File: config.mk
export PLATFORM = sky130hd
export DESIGN_NAME = seq_scan_ctrl
export DESIGN_NICKNAME = d
export VERILOG_FILES = /design/src/rtl/seq_scan_pkg.sv /design/src/rtl/seq_scan_acc.sv /design/src/rtl/seq_scan_ctrl.sv
export SDC_FILE = /design/constraint.sdc
export NUM_CORES = 1
export LEC_CHECK = 0
export CAP_MARGIN = 20
export CORE_MARGIN = 2
export CORE_UTILIZATION = 50
export DETAILED_ROUTE_END_ITERATION = 7
export PLACE_DENSITY = 0.76
export SYNTH_ARGS = -nofsm -noshare
export SYNTH_HDL_FRONTEND = slang
export SYNTH_HIERARCHICAL = 1
export SYNTH_SLANG_ARGS = --single-unit
File: constraint.sdc
create_clock -name clk -period 2.5 [get_ports clk]
set_clock_uncertainty 0.05 [all_clocks]
set_input_delay 0.75 -clock clk [delete_from_list [all_inputs] [get_ports clk]]
set_output_delay 0.75 -clock clk [all_outputs]
set_load 0.02 [all_outputs]
File: src/rtl/seq_scan_pkg.sv
// Shared state encoding and default sizing for the sequence-detector scan controller.
package seq_scan_pkg;

  localparam int WORD_W_DEF = 8;
  localparam int CNT_W_DEF  = 4;
  localparam int IDX_W_DEF  = 3;

  typedef enum logic [2:0] {
    IDLE   = 3'd0,
    CLEAR  = 3'd1,
    SHIFT  = 3'd2,
    TAIL   = 3'd3,
    REPORT = 3'd4
  } state_t;

endpackage

File: src/rtl/seq_scan_acc.sv
// Samples the detector output one cycle behind the shifted bit and accumulates
// a saturating match count plus the index of the first matching bit.
module seq_scan_acc
  import seq_scan_pkg::*;
#(
  parameter int CNT_W = CNT_W_DEF,
  parameter int IDX_W = IDX_W_DEF
) (
  input  logic             clk,
  input  logic             reset,
  input  logic             start,
  input  logic             shifting,
  input  logic [IDX_W-1:0] idx,
  input  logic             det_w,
  output logic [CNT_W-1:0] count,
  output logic [IDX_W-1:0] first,
  output logic             hit
);

  localparam logic [CNT_W-1:0] CNT_MAX = '1;

  logic             samp_en;
  logic [IDX_W-1:0] samp_idx;
  logic             found;

  // det_w reflects the bit presented in the previous cycle, so the enable and
  // index are delayed by one to line up with it.
  always_ff @(posedge clk or negedge reset) begin
    if (!reset) begin
      samp_en  <= 1'b0;
      samp_idx <= '0;
      count    <= '0;
      first    <= '0;
      found    <= 1'b0;
    end else begin
      samp_en  <= shifting;
      samp_idx <= idx;
      if (start) begin
        count <= '0;
        first <= '0;
        found <= 1'b0;
      end else if (samp_en && det_w) begin
        if (count != CNT_MAX) count <= count + 1'b1;
        if (!found) begin
          first <= samp_idx;
          found <= 1'b1;
        end
      end
    end
  end

  assign hit = (count != '0);

endmodule

File: src/rtl/seq_scan_ctrl.sv
// Feeds parallel words MSB-first into a serial sequence detector and reports
// the per-word match count and first-match index.
//
// state  | meaning
// IDLE   | waiting for a word, in_ready high
// CLEAR  | one-cycle det_clr pulse before shifting
// SHIFT  | one word bit per cycle on det_x
// TAIL   | det_x low, last bit's detector response is sampled
// REPORT | result held until res_ready
module seq_scan_ctrl
  import seq_scan_pkg::*;
#(
  parameter int WORD_W = WORD_W_DEF,
  parameter int CNT_W  = CNT_W_DEF,
  parameter int IDX_W  = IDX_W_DEF
) (
  input  logic              clk,
  input  logic              reset,
  input  logic              in_valid,
  output logic              in_ready,
  input  logic [WORD_W-1:0] in_data,
  input  logic              in_clr_det,
  output logic              det_x,
  output logic              det_clr,
  input  logic              det_w,
  output logic              res_valid,
  input  logic              res_ready,
  output logic [CNT_W-1:0]  res_count,
  output logic [IDX_W-1:0]  res_first,
  output logic              res_hit,
  output logic              busy
);

  localparam logic [IDX_W-1:0] LAST_IDX = IDX_W'(WORD_W - 1);

  state_t            state;
  logic [WORD_W-1:0] shreg;
  logic [IDX_W-1:0]  idx;
  logic              start;
  logic              shifting;

  assign start    = in_valid && in_ready;
  assign shifting = (state == SHIFT);

  // det_x is registered, so each transition into or within SHIFT loads the
  // next bit and the shift register keeps only the bits still to be sent.
  always_ff @(posedge clk or negedge reset) begin
    if (!reset) begin
      state     <= IDLE;
      shreg     <= '0;
      idx       <= '0;
      in_ready  <= 1'b1;
      det_x     <= 1'b0;
      det_clr   <= 1'b0;
      res_valid <= 1'b0;
      busy      <= 1'b0;
    end else begin
      det_clr <= 1'b0;
      case (state)
        IDLE: begin
          if (in_valid) begin
            idx      <= '0;
            in_ready <= 1'b0;
            busy     <= 1'b1;
            if (in_clr_det) begin
              state   <= CLEAR;
              det_clr <= 1'b1;
              shreg   <= in_data;
            end else begin
              state <= SHIFT;
              det_x <= in_data[WORD_W-1];
              shreg <= {in_data[WORD_W-2:0], 1'b0};
            end
          end
        end
        CLEAR: begin
          state <= SHIFT;
          det_x <= shreg[WORD_W-1];
          shreg <= {shreg[WORD_W-2:0], 1'b0};
        end
        SHIFT: begin
          if (idx == LAST_IDX) begin
            state <= TAIL;
            det_x <= 1'b0;
          end else begin
            idx   <= idx + 1'b1;
            det_x <= shreg[WORD_W-1];
            shreg <= {shreg[WORD_W-2:0], 1'b0};
          end
        end
        TAIL: begin
          state     <= REPORT;
          res_valid <= 1'b1;
        end
        REPORT: begin
          if (res_ready) begin
            state     <= IDLE;
            res_valid <= 1'b0;
            in_ready  <= 1'b1;
            busy      <= 1'b0;
          end
        end
        default: begin
          state     <= IDLE;
          det_x     <= 1'b0;
          res_valid <= 1'b0;
          in_ready  <= 1'b1;
          busy      <= 1'b0;
        end
      endcase
    end
  end

  seq_scan_acc #(
    .CNT_W (CNT_W),
    .IDX_W (IDX_W)
  ) u_acc (
    .clk      (clk),
    .reset    (reset),
    .start    (start),
    .shifting (shifting),
    .idx      (idx),
    .det_w    (det_w),
    .count    (res_count),
    .first    (res_first),
    .hit      (res_hit)
  );

endmodule

==> out/results.env, run 1 <==
CRIT_CHAIN='clkdlybuf4s50_1'
RUN_STATUS='finished clean'
SYNTH.AVG_CELL_AREA_UM2=10.9
MOST_COMMON_CELL_AFTER_LAYOUT_FILL_AND_TAPS_ASIDE='sky130_fd_sc_hd__dfrtp_1'
DIE_WIDTH_UM=60.8
NUM_ANTENNA_CELLS=0
POSTROUTEWIRELENGTH_UM=3340
DIE_H_UM=60.8
FINAL_MAX_SLEW_VIOL_COUNT=0
DETAILROUTE.VIA_COUNT=1270
YOSYS_WARN_COUNT=6
NUMBER_OF_GLOBAL_ROUTE_VIAS_BEFORE_REPAIR=1209
YOSYS-MUX-AREA-FRACTION=0.0822
POST_SYNTH_FA_HA_MAJ_AREA_FRACTION=0.0310
CTS-ROOT-TO-SINK-BUFFERS=2
MAX_STAGE_DELAY_PS=600
DRT_ITER0_DRC=61
FRACTION_OF_THE_YOSYS_AREA_TAKEN_BY_SEQUENTIAL_CELLS=0.482
POSTSYNTH.TOPFLOPCELL='sky130_fd_sc_hd__dfrtp_1'
AREAGROWTHSYNTHTOFINISH_PCT=24.4
TIMING.CRITICAL_PATH.TO_TYPE='primary output'
CTS-BUFFERS-INSERTED=5
MAXIMUM_NUMBER_OF_PINS_ON_ONE_NET_BEFORE_GLOBAL_ROUTE_REPAIR=32
GRT-OVFL-TOTAL=0
WORST_PIN_SLEW_PS=567
PLACEABLECOREAREA_UM2=3050
CTS.HTREE.LEVELS=2
POWER.COMBINATIONAL.FRACTION=0.485
DESIGN_POWER_TOTAL_W=0.00256
TRITONCTS='built'
XOR_XNOR_SHARE_OF_THE_SYNTHESIZED_AREA=0.0101
GRT_PASS1_WL_UM=5530
POSTPLACECELLAREA_UM2=1920
STARTPOINT_CLASS_OF_THE_CRITICAL_PATH='register'
SYNTH_TOP_FAMILY_BY_AREA='compound AO/OA/AOI/OAI gates'
CTS.SINKS=31
FINALCRITICALPERIOD_PS=2290
CLK_ROOT_BUFFER_CELL='sky130_fd_sc_hd__clkbuf_4'
SLEW_HEADROOM=0.620
SYNTH_COMPOUND_AREA_FRAC=0.225
MIN-DELAY-PATH-CLASS='reg -> reg'
CRIT_TYPE='reg -> out'
CP_DATA_ARRIVAL_TIME_PS=1490
GR-USAGE-ALL-LAYERS=0.205
CLKSLEWWORSTSETUPHOLDPATHS_PS=110
SYNTH.NET_COUNT=166
TIMING.MAX_CAP.VIOLATIONS=0
SETUP_TNS_FINAL_PS=0
NUMBER_OF_PLACEMENT_ROWS=20
LAYOUT-DRIVE-GT1-SHARE=0.146
HPWL_UM=2280
INITIAL_UTILIZATION=0.528
PATH_MAX_FANOUT=4
GP_ROUTABILITY_CONGESTION=0.795
RSZ0062_AT_GRT='false'
YOSYS.CELL_TYPES.COUNT=43
IOPINCOUNT=27
POWER.SWITCHING_FRACTION=0.373
CRITPATHBUFINV=1
POWER.CLOCK.FRACTION=0.160
POSTROUTEANTENNANETS=0
FINISH.INSTANCE_AREA_UM2=2010
DRC_ERRORS=0
ROUTED_WIRE_LENGTH_PER_INSTANCE_UM=15.0
FINAL_MIN_PERIOD_OVER_CLOCK_PERIOD=0.916
NETLIST_AREA_UM2=1610
BUFFER_PORTS.INSERTED=26
SYN-INSTANCE-COUNT=148
DRT-VIAS-PER-INSTANCE=5.72
FINAL_NET_COUNT=195
VDD.IR_DROP.WORST_mV=0.713
P_INT_W=0.00161
DRT_PASS1_ITERATIONS=4
WORST_SKEW_PAIR.LATE_LATENCY_PS=330
POWER_SWITCHING_W=0.000953
HOLD_VIOL_FINAL=0
WORST_PATH_MAX_DELAY_CELL='sky130_fd_sc_hd__clkdlybuf4s50_1'
FMAXACHIEVABLE_MHz=436
GRT_ANTENNA_BEFORE_REPAIR=0
CELL_FAMILY_WITH_THE_LARGEST_SHARE_OF_CRITICAL_PATH_DELAY='buffers and inverters'
REPORT.FINAL.SETUP_VIOL=0
SYNTH_EDF_COUNT=0
POST_CTS_BUFFERS=0
SEQUENTIAL_FRACTION_OF_DESIGN_POWER=0.354
FLOORPLAN.DIE_AREA_UM2=3700
P_LEAK_nW=0.903
ASYNC_SET_OR_RESET_FLOP_FRACTION_IN_THE_SYNTHESIZED_NETLIST=1.00
POWER_DENSITY_nW_PER_UM2=1280
LAYOUT.CELLS.MOST_COMMON_LIST='sky130_fd_sc_hd__dfrtp_1 (30), sky130_fd_sc_hd__clkdlybuf4s50_1 (25), sky130_fd_sc_hd__o21ai_0 (13)'
CP.REQUIRED_PS=1700
SHARE_OF_SYNTHESIZED_CELL_AREA_IN_AND_OR_NAND_AND_NOR_GATES=0.130
SYNTH_SEQ_CELLS=31
==> Yosys cell counts, types with 2 or more instances <==
cell,instances,share of area
sky130_fd_sc_hd__a22o_1,12,0.065
sky130_fd_sc_hd__buf_2,3,0.0093
sky130_fd_sc_hd__mux2i_1,11,0.068
sky130_fd_sc_hd__and2_1,3,0.012
sky130_fd_sc_hd__a31oi_1,2,0.0078
sky130_fd_sc_hd__ha_1,4,0.031
sky130_fd_sc_hd__dfrtp_1,30,0.47
sky130_fd_sc_hd__nand2_1,8,0.019
sky130_fd_sc_hd__clkbuf_1,4,0.0093
sky130_fd_sc_hd__o21ai_0,13,0.040
sky130_fd_sc_hd__nand2b_1,2,0.0078
sky130_fd_sc_hd__nor2_1,10,0.023
sky130_fd_sc_hd__a21oi_1,5,0.016
sky130_fd_sc_hd__o2bb2ai_1,2,0.011
sky130_fd_sc_hd__and3_1,2,0.0078
sky130_fd_sc_hd__nor3_1,3,0.0093
sky130_fd_sc_hd__inv_1,3,0.0070
sky130_fd_sc_hd__o221a_2,6,0.042
==> routing by layer <==
metal  up-vias  wire length [µm]  track usage
met5         -                 0            0
met4         0                31       0.0559
met3         4               144       0.0576
met2        35              1580        0.318
met1       612              1570        0.284
li1        619                 -            -
==> sequential cells by signal, summed over array words and instances (netlist names) <==
register        flops
shreg               8
u_acc/count         4
idx                 3
state               3
u_acc/first         3
u_acc/samp_idx      3
busy                1
det_clr             1
det_x               1
in_ready            1
res_valid           1
u_acc/found         1
u_acc/samp_en       1
==> through the flow <==
stage | setup slack, ps | instances | util | hold slack (ps)
after floorplan | 732 | 148 | - | 349
after global placement | 288 | 214 | 0.628 | 371
after detailed placement | 238 | 214 | 0.628 | 369
after CTS | 50.7 | 222 | 0.656 | 400
after global routing | 147 | 222 | 0.657 | 410
final | 209 | 222 | 0.657 | 408
==> power by group through the flow <==
stage | clock [W] | combinational, W | sequential [W]
4_1_cts | 0.000420 | 0.00125 | 0.000906
5_1_grt | 0.000442 | 0.00137 | 0.000942
3_3_place_gp | 0 | 0.00119 | 0.000902
2_1_floorplan | 0 | 0.000824 | 0.000960
6_report | 0.000410 | 0.00124 | 0.000907
3_5_place_dp | 0 | 0.00125 | 0.000912
==> layout make-up <==
type | count | area (µm²)
Sequential cell | 31 | 777
Inverter | 4 | 15.0
Multi-Input combinational cell | 104 | 772
Tap cell | 44 | 55.1
Clock inverter | 2 | 35.0
Clock buffer | 6 | 51.3
Fill cell | 263 | 1050
Timing Repair Buffer | 31 | 300
==> cells by family (layout without fill, tap and decap cells) <==
group                      after synthesis  in the layout
and+or+nand+nor                         38             38
AOI/OAI and AO/OA                       48             48
adders and majority gates                4              4
muxes                                   13             13
xor gates and xnor gates                 1              1
buffers and inverters                   13             43
DFF                                     31             31
==> worst paths after layout <==
check	from	endpoint	slack, ps	depth (start not counted)
max	in_ready	in_ready	210	1
min	idx[1]	u_acc/samp_idx[1]	410	0
max reg2reg	idx[0]	shreg[2]	390	5
min reg2reg	idx[1]	u_acc/samp_idx[1]	410	0
max in group asynchronous	reset	in_ready	1310	2
min in group asynchronous	reset	idx[0]	760	2
==> timing repair <==
| action | in CTS | in global routing |
|---|---|---|
| gates resized for setup | 0 | 1 |
| setup endpoints to repair | 0 | 1 |
| hold buffers | 0 | 0 |
Note: power is estimated with default switching activity, not from simulation.
==> inputs of run 2 (changes only) <==
--- a/config.mk
+++ b/config.mk
@@ -9,5 +9,5 @@
 export CORE_MARGIN = 2
-export CORE_UTILIZATION = 50
+export CORE_UTILIZATION = 30
 export DETAILED_ROUTE_END_ITERATION = 7
-export PLACE_DENSITY = 0.76
+export REMOVE_ABC_BUFFERS = 1
 export SYNTH_ARGS = -nofsm -noshare
--- a/constraint.sdc
+++ b/constraint.sdc
@@ -4,2 +4,2 @@
 set_output_delay 0.75 -clock clk [all_outputs]
-set_load 0.02 [all_outputs]
+set_load 0.01 [all_outputs]
==> run 2 against run 1 <==
Global-route usage shrank 7.7 points. Sequential power is essentially flat. Sequential share of layout area shrank 1.0 points. Cell count grew 12%. Count of clock-buffer cells in the layout grew 1. First-iteration DRC count shrank 51%. Sequential cell count is the same. Clock power grew 6.3%. Largest power group unchanged. Final area grew 2.7%. Hold slack lost 9.2 ps. Combinational power shrank 5%.
==> out/results.env, run 2 (synthesis results as in run 1) <==
RUN_STATUS='finished clean'
WORST_R2R_PATH_DEPTH=5
MAXIMUM_NUMBER_OF_PINS_ON_ONE_NET_BEFORE_GLOBAL_ROUTE_REPAIR=32
CP_DATA_ARRIVAL_TIME_PS=1550
WORSTHOLDENDPOINT='u_acc/samp_idx[0]'
CP.REQUIRED_PS=1700
FINALCRITICALPERIOD_PS=2350
DIE_H_UM=77.3
HOLD_START='idx[0]'
PLACE_INST=241
DRT_PASS1_ITERATIONS=4
REPORT.FINAL.SETUP_VIOL=0
FMAXACHIEVABLE_MHz=426
GRT_PASS1_WL_UM=6090
MOST_COMMON_CELL_AFTER_LAYOUT_FILL_AND_TAPS_ASIDE='sky130_fd_sc_hd__dfrtp_1'
DRT-VIAS-PER-INSTANCE=5.18
HOLD_WS_PS=399
WORST_R2R_STARTPOINT='idx[0]'
STARTPOINT_CLASS_OF_THE_CRITICAL_PATH='register'
HOLD_PATH_DEPTH=0
POST_CTS_BUFFERS=0
GP_ROUTABILITY_CONGESTION=0.755
CTS-BUFFERS-INSERTED=5
FINAL_MAX_SLEW_VIOL_COUNT=0
GRT-OVFL-TOTAL=0
CLK_ROOT_BUFFER_CELL='sky130_fd_sc_hd__clkbuf_8'
PLACEMENT.SETUP.WORST_SLACK_PS=215
DESIGN_POWER_TOTAL_W=0.00253
POSTCTSRESIZEDCELLS=0
ROUTED_WIRE_LENGTH_PER_INSTANCE_UM=14.1
LAYOUTNONFILLERINSTCOUNT=249
POWER.SWITCHING_FRACTION=0.357
WORST_SKEW_PAIR.LATE_LATENCY_PS=280
CRIT_TYPE='reg -> out'
FINAL_MIN_PERIOD_OVER_CLOCK_PERIOD=0.938
FLOORPLAN.DIE_AREA_UM2=5980
POSTROUTEANTENNANETS=0
SETUP.WORST_PATH.START='u_acc/count[0]'
POSTLAYOUTSETUPSLACKWORST_PS=154
PATH_MAX_FANOUT=5
LAYOUT_TOP_REGISTERS='shreg x8, u_acc/count x4'
SETUP_TNS_FINAL_PS=0
HPWL_UM=2570
FINAL_NET_COUNT=196
MIN-DELAY-PATH-CLASS='reg -> reg'
HOLD_VIOL_FINAL=0
DRT_ITER0_DRC=30
WORST_PIN_SLEW_PS=590
P_INT_W=0.00163
DRC_ERRORS=0
RSZ0062_AT_GRT='false'
NUMBER_OF_GLOBAL_ROUTE_VIAS_BEFORE_REPAIR=1314
PLACEABLECOREAREA_UM2=5140
SEQUENTIAL_FRACTION_OF_DESIGN_POWER=0.359
REG2REG_TO='shreg[2]'
LARGEST_REG_BY_FF_COUNT='shreg'
INITIAL_UTILIZATION=0.314
POWER.CLOCK.FRACTION=0.172
IOPINCOUNT=27
NUMBER_OF_PLACEMENT_ROWS=26
P_LEAK_nW=0.905
NUM_ANTENNA_CELLS=0
POWER_SWITCHING_W=0.000902
GR-USAGE-ALL-LAYERS=0.128
DETAILROUTE.VIA_COUNT=1289
POWER.COMBINATIONAL.FRACTION=0.468
POWER_DENSITY_nW_PER_UM2=1230
TIMING.MAX_CAP.VIOLATIONS=0
LAYOUT-DRIVE-GT1-SHARE=0.151
POST_CTS_HOLD_BUFFER_COUNT=0
GRT_ANTENNA_BEFORE_REPAIR=0
POSTROUTEWIRELENGTH_UM=3510
TIMING.CRITICAL_PATH.TO_TYPE='primary output'
CTS.SINKS=31
LAYOUT.CELLS.MOST_COMMON_LIST='sky130_fd_sc_hd__dfrtp_1 (30), sky130_fd_sc_hd__clkdlybuf4s50_1 (26), sky130_fd_sc_hd__o21ai_0 (13)'
AREAGROWTHSYNTHTOFINISH_PCT=27.8
CTS.HTREE.LEVELS=2
SLEW_HEADROOM=0.605
TRITONCTS='built'
VDD.IR_DROP.WORST_mV=0.457
BUFFER_PORTS.INSERTED=26
LARGEST_REGISTER_FF_COUNT=8
CLKSLEWWORSTSETUPHOLDPATHS_PS=70
SETUP.REG_TO_REG.WORST_SLACK_PS=430
CTS-ROOT-TO-SINK-BUFFERS=2
DIE_WIDTH_UM=77.3
[run 2: cell types whose count changed in the layout (fill, tap and decap cells not counted), sizes merged]
cell | before | now
buf | 5 | 6
bufinv | 1 | 0
clkbuf | 6 | 7
clkdlybuf4s50 | 25 | 26
clkinv | 2 | 1
clkinvlp | 0 | 1
dlymetal6s2s | 1 | 0
[run 2: worst max-delay path by stage]
| stage | to | slack, ps | cells past startpoint |
|---|---|---|---|
| final | res_hit | 150 | 4 |
| after global routing | res_hit | 80 | 4 |
| after CTS | res_hit | 140 | 4 |
| after detailed placement | shreg[2] | 210 | 4 |
| after global placement | det_x | 250 | 4 |
| after floorplan | shreg[1] | 730 | 5 |
[run 2: cell type report]
| cell class | count | area [µm²] |
|---|---|---|
| Timing Repair Buffer | 32 | 305 |
| Fill cell | 521 | 3080 |
| Clock buffer | 7 | 96.3 |
| Tap cell | 70 | 87.6 |
| Clock inverter | 1 | 7.51 |
| Multi-Input combinational cell | 104 | 772 |
| Sequential cell | 31 | 777 |
| Inverter | 4 | 15.0 |
[run 2: worst max-delay path: stages (launching register included)]
cell and delay, ps:
sky130_fd_sc_hd__dfrtp_1 410, sky130_fd_sc_hd__inv_1 80, sky130_fd_sc_hd__ha_1 200, sky130_fd_sc_hd__nand2_1 50, sky130_fd_sc_hd__clkdlybuf4s50_1 520
[run 2: power groups by stage]
stage / Combinational (W) / Clock, W / Sequential (W)
CTS: 0.00119 / 0.000449 / 0.000911
finish: 0.00118 / 0.000436 / 0.000908
global placement: 0.00114 / 0 / 0.000905
floorplan: 0.000722 / 0 / 0.000941
detailed placement: 0.00120 / 0 / 0.000916
global route: 0.00131 / 0.000477 / 0.000943
[run 2: through the flow]
step / utilization / instance area [µm²]
after floorplan: - / 1560
after global placement: 0.381 / 1960
after detailed placement: 0.381 / 1960
after CTS: 0.401 / 2060
after global routing: 0.401 / 2060
final: 0.401 / 2060
[run 2: per-layer routing]
layer | share of wire | global-route usage
met2 | 0.49 | 0.219
met1 | 0.44 | 0.148
met5 | 0 | 0
met4 | 0.016 | 0.0500
met3 | 0.050 | 0.0424
==> inputs of run 3 (changes only) <==
- CORE_ASPECT_RATIO: unset -> 2
==> run 3 against run 2 <==
Die area increased by 0.59%. Wire length is 0.60% lower. Utilization is 0.37 points lower. Largest cell class unchanged. Setup slack lost 8.1 ps. Via count shrank 1.9%.
==> out/results.env, run 3 (synthesis results as in run 1) <==
ROUTED_WIRE_LENGTH_PER_INSTANCE_UM=14.7
RUN_STATUS='finished clean'
REPORT.FINAL.SETUP_VIOL=0
NUM_ANTENNA_CELLS=0
POSTCTSRESIZEDCELLS=0
FINALCRITICALPERIOD_PS=2350
FMAXACHIEVABLE_MHz=425
DRC_ERRORS=0
DRT-VIAS-PER-INSTANCE=5.33
FINAL_MIN_PERIOD_OVER_CLOCK_PERIOD=0.942
CRIT_TYPE='reg -> out'
SLEW_HEADROOM=0.609
DIE_H_UM=108
DRT_PASS1_ITERATIONS=4
NUMBER_OF_PLACEMENT_ROWS=37
MET1_LAYER_WIRELENGTH_IN_THE_FINAL_ROUTING_UM=1420
DESIGN_POWER_TOTAL_W=0.00261
SETUP_TNS_FINAL_PS=0
POSTROUTEWIRELENGTH_UM=3490
GRT_PASS1_WL_UM=6080
GRT-OVFL-TOTAL=0
POST_CTS_HOLD_BUFFER_COUNT=0
WORST_PIN_SLEW_PS=583
CTS-ROOT-TO-SINK-BUFFERS=2
FLOORPLAN.DIE_AREA_UM2=6010
GRT_ANTENNA_BEFORE_REPAIR=0
CP_DATA_ARRIVAL_TIME_PS=1550
AREAGROWTHSYNTHTOFINISH_PCT=27.7
FINAL_NET_COUNT=196
FINAL_MAX_SLEW_VIOL_COUNT=0
GP_ROUTABILITY_CONGESTION=0.740
MULTI_INPUT_COMB_AREA_UM2=772
DETAILROUTE.VIA_COUNT=1264
GR-USAGE-ALL-LAYERS=0.126
MET2ROUTEDLENGTH_UM=1860
MET3ROUTEDLENGTH_UM=148
HIGHEST_METAL_USED='met4'
POSTROUTEANTENNANETS=0
MAXIMUM_NUMBER_OF_PINS_ON_ONE_NET_BEFORE_GLOBAL_ROUTE_REPAIR=32
LAYOUT.AREA.SEQ_UM2=777
LAYOUT-DRIVE-GT1-SHARE=0.151
TIMING.MAX_CAP.VIOLATIONS=0
LARGEST_REG_BY_FF_COUNT='shreg'
TRITONCTS='built'
PLACEABLECOREAREA_UM2=5180
CLKSLEWWORSTSETUPHOLDPATHS_PS=70
WORST_SKEW_PAIR.LATE_LATENCY_PS=280
PLACEMENT.SETUP.WORST_SLACK_PS=291
POSTPLACECELLAREA_UM2=1940
CTS.SINKS=31
DRT_ITER0_DRC=34
DIE_WIDTH_UM=55.8
TIMING.CRITICAL_PATH.TO_TYPE='primary output'
LAYOUT.CELLS.MOST_COMMON_LIST='sky130_fd_sc_hd__dfrtp_1 (30), sky130_fd_sc_hd__clkdlybuf4s50_1 (26), sky130_fd_sc_hd__o21ai_0 (13)'
POST_CTS_BUFFERS=0
HPWL_UM=2550
NUMBER_OF_GLOBAL_ROUTE_VIAS_BEFORE_REPAIR=1322
POSTLAYOUTSETUPSLACKWORST_PS=146
CP.REQUIRED_PS=1700
NUM-FILL-CELLS=505
BUFFER_PORTS.INSERTED=26
MIN-DELAY-PATH-CLASS='reg -> reg'
LARGEST_REGISTER_FF_COUNT=8
CLK_ROOT_BUFFER_CELL='sky130_fd_sc_hd__clkbuf_8'
STARTPOINT_CLASS_OF_THE_CRITICAL_PATH='register'
POWER_DENSITY_nW_PER_UM2=1270
HOLD_WS_PS=386
PATH_MAX_FANOUT=5
CTS-BUFFERS-INSERTED=5
LAYOUT_TOP_REGISTERS='shreg x8, u_acc/count x4'
IOPINCOUNT=27
FINISH.INSTANCE_AREA_UM2=2060
MOST_COMMON_CELL_AFTER_LAYOUT_FILL_AND_TAPS_ASIDE='sky130_fd_sc_hd__dfrtp_1'
INITIAL_UTILIZATION=0.311
P_LEAK_nW=0.916
VDD.IR_DROP.WORST_mV=0.727
CTS.HTREE.LEVELS=2
HOLD_VIOL_FINAL=0
RSZ0062_AT_GRT='false'
==> run 3: area by class of cell <==
| class | instances | area share |
|---|---|---|
| sequential | 31 | 0.377 |
| clock buffer | 6 | 0.0401 |
| clock inverter | 2 | 0.0170 |
| multi-input combinational | 104 | 0.375 |
| inverter | 4 | 0.00729 |
| timing repair buffer | 32 | 0.148 |
| tap | 58 | 0.0352 |
==> run 3: routing by layer <==
metal  global-route usage  vias to the layer above
met5                    0                        -
met4               0.0544                        0
met3               0.0300                        7
met2                0.236                       35
met1                0.132                      606
li1                     -                      616
==> run 3: final timing paths <==
check / from / endpoint / slack (ps) / cells past startpoint
max: u_acc/count[0] / res_hit / 150 / 4
min: idx[1] / u_acc/samp_idx[1] / 390 / 0
max reg2reg: idx[0] / shreg[1] / 660 / 6
min reg2reg: idx[1] / u_acc/samp_idx[1] / 390 / 0
max in group asynchronous: reset / in_ready / 1290 / 2
min in group asynchronous: reset / u_acc/count[3] / 800 / 2
==> run 3: report_power, final <==
part / internal [W] / switching [W]
clock network: 0.000322 / 0.000189
logic: 0.000650 / 0.000512
registers: 0.000728 / 0.000209
==> run 3: worst max-delay path, cell delays in order, from the launching register on <==
cell                              delay (ps)
sky130_fd_sc_hd__dfrtp_1                 410
sky130_fd_sc_hd__inv_1                    80
sky130_fd_sc_hd__ha_1                    210
sky130_fd_sc_hd__nand2_1                  50
sky130_fd_sc_hd__clkdlybuf4s50_1         520
==> run 3: per-stage QoR <==
step                std cells  utilization
floorplan                 139            -
global placement          229        0.375
detailed placement        229        0.375
CTS                       237        0.397
global route              237        0.397
finish                    237        0.397
==> patch 1 (settings of run 1) <==
`IDX_W_DEF`: 3 -> 5.
--- a/src/rtl/seq_scan_pkg.sv
+++ b/src/rtl/seq_scan_pkg.sv
@@ -5,3 +5,3 @@
   localparam int CNT_W_DEF  = 4;
-  localparam int IDX_W_DEF  = 3;
+  localparam int IDX_W_DEF  = 5;
 
Interface: changed (resized res_first); port bits go from 27 to 29. The function was not compared with the original's and may differ.
==> patch 1 against run 1 <==
Routed wire length rose by 8.6%; die area rose by 14%; maximum frequency increased by 2.1%; sequential cell count is 6 higher; total power is 19% higher; setup slack better by 46 ps; first-iteration DRC count shrank 28%; area after synthesis grew 15%; clock power up 51%; hold slack gained 6.2 ps; global-route usage down 1.2 points; cell area up 16%; non-clock buffer count rose by 3; critical path type unchanged.
==> patch 1: results (changes against run 1) <==
metric,value,unit,change
synth_common_cells,"dfrtp_1, nor2_1, o21ai_0",,
nonClkBufAreaFrac,14.0,%,-0.94 points
status,"complete, no violations",,
placed_cells,247,,+15%
use_met3,5.21,%,-0.55 points
wl_met1,1420,um,-9.9%
clk_latency,290,ps,-40 ps
multi_input_cells,123,,+18%
gp_congestion,0.794,,-0.19%
vias_per_cell,5.58,,-2.5%
track_usage,19.3,%,-1.2 points
synth_fp_nets,190,,+14%
inverters,5,,+1
n_all_buffers,34,,+9.7%
synth_area_leaders,"dfrtp_1, mux2_2, mux2i_1",,
cp.arrival,1440,ps,-50 ps
dp_slack,161,ps,-76.9 ps
root_buffer,clkbuf_8,,
drtIter0Drc,44,,-28%
drive_gt1_share,16.9,%,+2.3 points
multi_input_area,865,um2,+12%
clock_sinks,37,,+19%
r2r_cells,6,,+1
switchingPower,1.12,mW,+17%
routed_wl,3620,um,+8.6%
regArea,927,um2,+19%
synth-seq-area-share,50.1,%,+1.9 points
use_met2,35.6,%,+3.8 points
peakVddDrop,553,uV,-22%
cts.clk_slew.worst_paths,80,ps,-30 ps
power_frac_seq,36.5,%,+1.1 points
fill_cells,295,,+12%
numPortBuffers,28,,+7.7%
p_int,1.93,mW,+20%
final_util,64.8,%,-0.92 points
p_leak,1.06,nW,+17%
pwr-share-comb,43.1,%,-5.4 points
nets,223,,+14%
dpl_cell_area,0.00220,mm2,+15%
clk_share,5.89,%,+1.6 points
-- patch 1: changes by cell type after synthesis, sizes merged, moves of 6 or more --
cell   before  now
a22o       12    1
nor2       10   17
a21oi       5   13
o221a       7    0
mux2        2   14
dfrtp      30   36
-- patch 1: worst min-delay path by stage --
stage	from	end	slack [ps]	cells after the start
global placement	idx[1]	u_acc/samp_idx[1]	380	0
detailed placement	idx[4]	u_acc/samp_idx[4]	390	0
global route	idx[4]	u_acc/samp_idx[4]	440	0
finish	idx[4]	u_acc/samp_idx[4]	410	0
CTS	idx[4]	u_acc/samp_idx[4]	410	0
floorplan	idx[4]	u_acc/samp_idx[4]	360	0
-- patch 1: kinds of logic after synthesis --
family | synth area share (%)
AND/OR/NAND/NOR | 14.1
flip-flops | 50.1
multiplexers | 15.3
adder cells (fa/ha/maj) | 2.03
buffers and inverters | 3.24
XOR/XNOR | 0.946
AO/OA/AOI/OAI | 14.3
==> patch 2 (settings of run 1) <==
Without the edit above. The 5 states of `state_t` get a one-hot encoding in 5 bits.
--- a/src/rtl/seq_scan_pkg.sv
+++ b/src/rtl/seq_scan_pkg.sv
@@ -7,8 +7,8 @@
 
-  typedef enum logic [2:0] {
-    IDLE   = 3'd0,
-    CLEAR  = 3'd1,
-    SHIFT  = 3'd2,
-    TAIL   = 3'd3,
-    REPORT = 3'd4
+  typedef enum logic [4:0] {
+    IDLE   = 5'b00001,
+    CLEAR  = 5'b00010,
+    SHIFT  = 5'b00100,
+    TAIL   = 5'b01000,
+    REPORT = 5'b10000
   } state_t;
Formal check against the unedited RTL: no difference found for any inputs over 10 cycles, from zero or initial values and one cycle with reset low; not proved beyond that.
==> patch 2 against run 1 <==
Sequential cell count grew 2; cell area increased by 4.3%; core utilization fell by 2.0 points; setup slack improved by 7.6 ps; total power is 22% lower; highest routed layer unchanged; non-clock buffer count is the same; area after synthesis increased by 4.7%; routed wire length shrank 8.9%; register-to-register slack improved by 110 ps.
==> patch 2: results (changes against run 1) <==
metric,value,unit,change
final_cells,227,,+2.3%
synth_common_cells,"dfrtp_1, mux2i_1, mux2_2, nor2_1, inv_1",,
whs,364,ps,-44.5 ps
cts_repair_resize_count,1,,+1
synth-xor-area-share,0.519,%,-0.49 points
use_met3,5.07,%,-0.68 points
synthAdderAreaFrac,2.97,%,-0.14 points
reg2reg_from,state[3],,
routed_wl,3040,um,-8.9%
critical_path.max_fanout,3,,-1
wl_met2,1590,um,+0.19%
rrSetupSlack,500,ps,+110 ps
grtUsageMet1,20.8,%,-7.6 points
synth-seq-area-share,49.1,%,+0.90 points
p_leak,0.990,nW,+9.7%
synth_cell_types,44,,+2.3%
drt_first_pass_iters,6,,+2
slew_violations,0,,unchanged
clockBufferDepth,2,,unchanged
placed_cells,219,,+2.3%
largestRegisters,"shreg x8, state x5, u_acc/count x4",,
hold_depth,0,,unchanged
status,"complete, no violations",,
endpoint,in_ready,,
antenna_found_initial,0,,unchanged
grt_max_degree,34,,+6.3%
drtIter0Drc,36,,-41%
drive_gt1_share,18.2,%,+3.6 points
max_cap_violations,0,,unchanged
slew_headroom,70.1,%,+8.1 points
wl_met1,1270,um,-19%
top_layer_used,met4,,
synthArstFlopShare,100,%,unchanged
gp_congestion,0.818,,+2.9%
synth_cells,147,,-0.68%
wl_met3,126,um,-13%
regToRegEndpoint,shreg[4],,
grt_pass1_wl,5470,um,-1.0%
synth_fp_nets,165,,-0.60%
peakVddDrop,564,uV,-21%
synthMuxAreaShare,17.6,%,+9.4 points
critPathMaxStageDelay,600,ps,about the same
r2r_cells,4,,-1
cts_max_level,2,,unchanged
antennaDiodeCount,0,,unchanged
root_buffer,clkbuf_4,,
track_usage,18.1,%,-2.4 points
grt-ovfl-total,0,,unchanged
nets,198,,+1.5%
ant_nets,0,,unchanged
yosysWarnings,6,,unchanged
use_met2,32.2,%,+0.40 points
synth_compound_gate_area_share,11.7,%,-11 points
fill_cells,279,,+6.1%
cts.clk_slew.worst_paths,100,ps,
synth_area_leaders,"dfrtp_1, mux2i_1, mux2_2",,
vias_per_cell,5.36,,-6.4%
slowest_stage,clkdlybuf4s50_1,,
dp_hpwl,2300,um,+0.60%
grt_pass1_vias,1241,,+2.6%
==> patch 2: changes by cell type after synthesis, sizes merged, moves of 5 or more <==
cell,delta
a22o,-9
o221a,-7
nand2,-5
o21ai,-6
inv,+6
mux2,+12
==> patch 2: layout make-up <==
class / count / area share (%)
timing repair buffer: 31 / 14.2
clock inverter: 1 / 1.44
clock buffer: 7 / 2.63
multi-input combinational: 100 / 37.8
sequential: 33 / 39.6
inverter: 9 / 1.61
tap: 46 / 2.75
==> patch 2: where the power goes <==
part	switching, mW	internal (mW)	total [mW]
Clock	0.173	0.239	0.412
Sequential	0.115	0.705	0.820
Combinational	0.375	0.380	0.755
Total	0.662	1.32	1.99
==> patch 2: per-stage QoR <==
step	worst slack, ps	instance area (um2)	utilization [%]
2_1_floorplan	557	1690	-
5_1_grt	143	2090	63.7
6_report	216	2090	63.7
4_1_cts	190	2090	63.7
3_3_place_gp	144	2010	61.1
3_5_place_dp	93.3	2010	61.1
